$ cat src/rtl/int_sequencer.sv
// Interrupt entry/exit sequencer: saves the interrupted PC to a fixed memory word,
// vectors the CPU to the ISR, and restores the PC when the ISR returns.
module int_sequencer #(
  parameter int unsigned          pcWidth  = 16,
  parameter logic [pcWidth-1:0]   saveAddr = 16'hFFFE
) (
  input  logic               clk,
  input  logic               rstN,
  input  logic               intPending,
  input  logic [pcWidth-1:0] intAddr,
  input  logic               instrDone,
  input  logic [pcWidth-1:0] pc,
  input  logic               reti,
  input  logic               memAck,
  input  logic [pcWidth-1:0] memRData,
  output logic               memReq,
  output logic               memWe,
  output logic [pcWidth-1:0] memAddr,
  output logic [pcWidth-1:0] memWData,
  output logic               pcLoad,
  output logic [pcWidth-1:0] pcNext,
  output logic               ldIntReg,
  output logic               clrIntReg,
  output logic               pendClr,
  output logic               intDisable,
  output logic               cpuStall,
  output logic               inIsr,
  output logic [2:0]         dbgState
);

  typedef enum logic [2:0] {
    IDLE    = 3'd0,
    LATCH   = 3'd1,
    PUSH    = 3'd2,
    VECTOR  = 3'd3,
    ISR     = 3'd4,
    POP     = 3'd5,
    RESTORE = 3'd6
  } state_e;

  state_e             state_q, state_d;
  logic [pcWidth-1:0] savedPc_q, savedPc_d;
  logic               memDone;

  // Memory handshake: memReq is held with stable address/data until an edge where
  // memAck=1 while memReq=1; that edge completes the request (zero-wait allowed).
  assign memDone  = memReq & memAck;
  assign dbgState = state_q;

  always_comb begin
    state_d   = state_q;
    savedPc_d = savedPc_q;
    case (state_q)
      IDLE: begin
        if (intPending && instrDone) begin
          state_d   = LATCH;
          savedPc_d = pc;
        end
      end
      LATCH:   state_d = PUSH;
      PUSH:    if (memDone) state_d = VECTOR;
      VECTOR:  state_d = ISR;
      ISR:     if (reti) state_d = POP;
      POP: begin
        if (memDone) begin
          state_d   = RESTORE;
          savedPc_d = memRData;
        end
      end
      RESTORE: state_d = IDLE;
      default: state_d = IDLE;
    endcase
  end

  // Outputs are registered from the next state so each one is a clean decode of
  // the state the FSM is actually in during that cycle.
  always_ff @(posedge clk or negedge rstN) begin
    if (!rstN) begin
      state_q    <= IDLE;
      savedPc_q  <= '0;
      memReq     <= 1'b0;
      memWe      <= 1'b0;
      memAddr    <= '0;
      memWData   <= '0;
      pcLoad     <= 1'b0;
      pcNext     <= '0;
      ldIntReg   <= 1'b0;
      clrIntReg  <= 1'b0;
      pendClr    <= 1'b0;
      intDisable <= 1'b0;
      cpuStall   <= 1'b0;
      inIsr      <= 1'b0;
    end else begin
      state_q    <= state_d;
      savedPc_q  <= savedPc_d;
      memReq     <= (state_d == PUSH) || (state_d == POP);
      memWe      <= (state_d == PUSH);
      memAddr    <= ((state_d == PUSH) || (state_d == POP)) ? saveAddr : '0;
      memWData   <= (state_d == PUSH) ? savedPc_d : '0;
      pcLoad     <= (state_d == VECTOR) || (state_d == RESTORE);
      pcNext     <= (state_d == VECTOR)  ? intAddr   :
                    (state_d == RESTORE) ? savedPc_d : '0;
      ldIntReg   <= (state_d == LATCH);
      clrIntReg  <= (state_d == VECTOR);
      pendClr    <= (state_d == VECTOR);
      intDisable <= (state_d != IDLE);
      cpuStall   <= (state_d != IDLE) && (state_d != ISR);
      inIsr      <= (state_d == ISR);
    end
  end

endmodule
$ cat config.mk
export PLATFORM = sky130hd
export DESIGN_NAME = int_sequencer
export DESIGN_NICKNAME = d
export VERILOG_FILES = /design/src/rtl/int_sequencer.sv
export SDC_FILE = /design/constraint.sdc
export NUM_CORES = 1
export LEC_CHECK = 0
export CAP_MARGIN = 20
export CELL_PAD_IN_SITES_DETAIL_PLACEMENT = 1
export CELL_PAD_IN_SITES_GLOBAL_PLACEMENT = 1
export CORE_MARGIN = 2
export CORE_UTILIZATION = 35
export CTS_CLUSTER_DIAMETER = 100
export CTS_CLUSTER_SIZE = 24
export DETAILED_ROUTE_END_ITERATION = 10
export GPL_TIMING_DRIVEN = 0
export PLACE_DENSITY_LB_ADDON = 0.1
export SYNTH_ARGS = -nofsm -noshare
export SYNTH_HDL_FRONTEND = slang
export SYNTH_SLANG_ARGS = --single-unit
$ cat constraint.sdc
create_clock -name clk -period 2.9 [get_ports clk]
set_input_delay 0.58 -clock clk [delete_from_list [all_inputs] [get_ports clk]]
set_output_delay 0.58 -clock clk [all_outputs]
set_load 0.02 [all_outputs]
# Word-level counts from Yosys, hierarchy flattened
# Index checks and enable logic that the tools add are counted.
# classes
n_bitwise	1
reduce_logical	6
mux	12
eq_ne	12
# op_table
operator	n
$mux 16	6
$pmux 16 s2	1
$pmux 3 s6	1
$eq 3x3->1 const B	5
$eq 3x2->1 const B	4
$mux 3	4
$eq 3x1->1 const B	2
$logic_not 3->1	1
$ne 3x3->1 const B	1
$reduce_bool 3->1	1
$logic_and 1x1->1	2
$logic_or 1x1->1	2
$and 1x1->1	1
# totals
register_bits	75
wordCells	44
output_inout_bits	60
in_bits	54

# Depth between registers and ports, before layout
# depth
word_depth	6
ltp_mapped	6
depth_no_buf	3

# Least setup slack after synthesis
# No wires, ideal clock.
# synth_path
kind	reg2reg
start	register, netlist name memAddr[14]
end	register savedPc_q[10]
period_less_slack_ns	1.766
t_arrival_ns	1.640
path_buffers	2
path_stages_with_launch	6
t_required_ns	2.774
setup_time_ns	0.126
path_slack_ns	1.134
path_cell_list	dfrtp_1 -> and4b_1 -> buf_2 -> a22oi_4 -> buf_2 -> a221o_1
# synth_lines
element	line	source
end signal: assignment	95	savedPc_q <= savedPc_d;
end: declaration	42	logic [pcWidth-1:0] savedPc_q, savedPc_d;

==> impl_metrics.env <==
export IMPL_grt_max_degree=36
export IMPL_critPathLaunchType="flop"
export IMPL_vias_per_cell=5.11
export IMPL_synth_most_common_cell="dfrtp_1"
export IMPL_rsz0062_at_grt="false"
export IMPL_cts_root_buf="clkbuf_8"
export IMPL_yosys_top_cells_count="59 x dfrtp_1, 32 x and2_1, 20 x buf_4"
export IMPL_path_class="reg -> out"
export IMPL_drt_initial_drc_count=95
export IMPL_io_buffers=112
export IMPL_synth_avg_cell_area_um2=10.9
export IMPL_cpPeakStageDelay_ns=0.67
export IMPL_period_share_pct=81.9
export IMPL_wl_mm=8.71
export IMPL_setup_tns_ns=0
export IMPL_max_freq_mhz=421
export IMPL_synth_top_cell_by_area="dfrtp_1"
export IMPL_worstPathRequired_ns=2.32
export IMPL_area_delta_synth_final_pct=53.7
export IMPL_post_route_cell_area_um2=4330
export IMPL_status="completed"
export IMPL_maxCapViolations=0
export IMPL_grt_pass1_vias=2642
export IMPL_ys_top_cells_by_area="dfrtp_1 52%, and2_1 7.1%, a221o_1 5.7%"
export IMPL_ioPinCount=114
export IMPL_synth_edff_count=0
export IMPL_synthAdderAreaFrac_pct=0
export IMPL_synth_warnings=0
export IMPL_syn_num_nets=313
export IMPL_antenna_found_initial=0
export IMPL_post_cts_setup_buffers=0
export IMPL_cts_made_buffers=9
export IMPL_powerDensity_nw_per_um2=961
export IMPL_synth_top_area_share_pct=52.4
export IMPL_worst_slew_pin_slew_ns=0.748
export IMPL_grt_usage_pct=20.6
export IMPL_synth_simple_gate_area_share_pct=16.2
export IMPL_ys_flop_type="dfrtp_1"
export IMPL_drive_gt1_share_pct=14.9
export IMPL_synth_top_family_by_area="compound AO/OA/AOI/OAI gates"
export IMPL_first_pass_iters=6
export IMPL_grt_pass1_wl_mm=13.7
export IMPL_report_final_slew_viol_count=0
export IMPL_ant_nets=0
export IMPL_nNetsFinal=437
export IMPL_synthCells=259
export IMPL_ys_seq_area_share_pct=52.4
export IMPL_place_ws_ns=0.436
export IMPL_cts_resized=0
export IMPL_h_tree_depth=3
export IMPL_n_fill_cell=856
export IMPL_multi_input_area_um2=1080
export IMPL_cts_sinks=59
export IMPL_gr_total_overflow=0
export IMPL_gp_congestion=0.827
export IMPL_insertion_delay_ns=0.34
export IMPL_vdd_ir_drop_max_mv=0.379
export IMPL_crit_fanout=19
export IMPL_drc=0
export IMPL_ys_async_sr_fraction_pct=100
export IMPL_synth_xor_area_share_pct=0.311
export IMPL_worst_slack_ns=0.524
export IMPL_setup_viol=0
export IMPL_synth_cell_types=35
export IMPL_finalCriticalPeriod_ns=2.38
export IMPL_hp_class="in -> async"
export IMPL_rows=32
export IMPL_cts_tree="built"
export IMPL_slew_headroom_pct=49.7
export IMPL_post_drt_wl_per_cell_um=17.8
export IMPL_start_util_pct=36.3
export IMPL_netlist_area_um2=2820
export IMPL_diodes=0
export IMPL_synth_compound_area_share_pct=21.1
export IMPL_ys_seq_elements=59
export IMPL_dpl_cell_area_um2=4080
export IMPL_muxShareOfSynthArea_pct=0.399
export IMPL_dieArea_um2=8790
export IMPL_hold_slack_ns=0.254
export IMPL_clk_pin_slew_ns=0.07
export IMPL_hpwlAfterDp_mm=6.12
export IMPL_clockBufferDepth=2
export IMPL_seq_area_um2=1480
export IMPL_critPathCaptureType="output pin"
export IMPL_clock_skew_ns=0.0106
export IMPL_final_hold_violation_count=0
export IMPL_cp_slowest_cell="dfrtp_1"
export IMPL_coreArea_um2=7770
export IMPL_crit_chain="buf_4, clkdlybuf4s50_1"
export IMPL_via_count=2505
export IMPL_die_h_um=93.7
export IMPL_crit_arrival_ns=1.80
export IMPL_fin_util_pct=55.8
export IMPL_dieWidth_um=93.7
export IMPL_cts_hold_buf=0
export IMPL_p_leak_uw=0.00196
cell type report:
class / instances / share of cell area, %
Clock inverter: 6 / 2.60
Tap cell: 102 / 2.95
Inverter: 3 / 0.260
Clock buffer: 10 / 3.18
Buffer: 39 / 5.89
Sequential cell: 59 / 34.1
Timing Repair Buffer: 113 / 26.2
Multi-Input combinational cell: 158 / 24.8
where the power goes:
| part | switching, µW | leakage (µW) | internal (µW) | total, µW |
|---|---|---|---|---|
| Combinational | 998 | 0.00106 | 978 | 1980 |
| Clock | 356 | 0.000126 | 596 | 952 |
| Sequential | 140 | 0.000781 | 1090 | 1230 |
sequential cells by signal, summed over array words and instances, names as in the netlist:
signal      count
memWData       16
pcNext         16
savedPc_q      16
dbgState        3
cpuStall        1
inIsr           1
intDisable      1
ldIntReg        1
memAddr         1
memWe           1
pcLoad          1
pendClr         1
metrics by stage:
| stage | cells | power, µW |
|---|---|---|
| after floorplan | 259 | 2350 |
| after global placement | 473 | 3190 |
| after detailed placement | 474 | 3230 |
| after CTS | 490 | 4190 |
| after global routing | 490 | 4370 |
| final | 490 | 4160 |
cell families after synthesis:
logic type / Yosys count
buffers and inverters: 42
other: 1
flip-flops: 59
XOR/XNOR: 1
AND/OR/NAND/NOR: 80
AO/OA/AOI/OAI: 75
multiplexers: 1
metal layers:
metal | routed length (µm) | global-route usage, % | part of all wire [%] | vias up
met2 | 4140 | 34.0 | 47 | 101
li1 | - | - | - | 1170
met3 | 590 | 4.41 | 6.8 | 10
met1 | 3880 | 26.9 | 45 | 1224
met5 | 0 | 0 | 0 | -
met4 | 106 | 6.76 | 1.2 | 0
worst paths after layout:
path	from	endpoint	slack, ns	depth (start not counted)
max	memAddr[14]$_DFF_PN0_	memAddr[2]	0.52	2
min	rstN	pcNext[15]$_DFF_PN0_	0.25	1
max reg2reg	memAddr[14]$_DFF_PN0_	memWData[12]$_DFF_PN0_	0.75	5
min reg2reg	savedPc_q[0]$_DFF_PN0_	savedPc_q[0]$_DFF_PN0_	0.51	1
max in group asynchronous	rstN	savedPc_q[13]$_DFF_PN0_	2.04	2
min in group clk	savedPc_q[0]$_DFF_PN0_	savedPc_q[0]$_DFF_PN0_	0.51	1
critical path: cells and delay by family, from the launching register on:
family | cells | cell delay (ns)
buffers and inverters | 2 | 0.79
DFF | 1 | 0.67
cell usage in the layout (no fill, tap or decap), types with 2 or more instances in the layout:
master / instances
clkinv_4: 2
buf_6: 3
nor2_1: 2
buf_4: 20
a221o_1: 16
inv_2: 2
nand2_1: 19
a21oi_1: 3
dfrtp_1: 59
clkdlybuf4s50_1: 111
clkbuf_1: 7
bufinv_16: 3
and2_1: 32
a311oi_1: 16
a21o_1: 17
o22ai_1: 2
o21ai_0: 16
nand3_1: 17
clkbuf_8: 10
buf_2: 10
No activity file was read; power rests on OpenSTA's default activity.
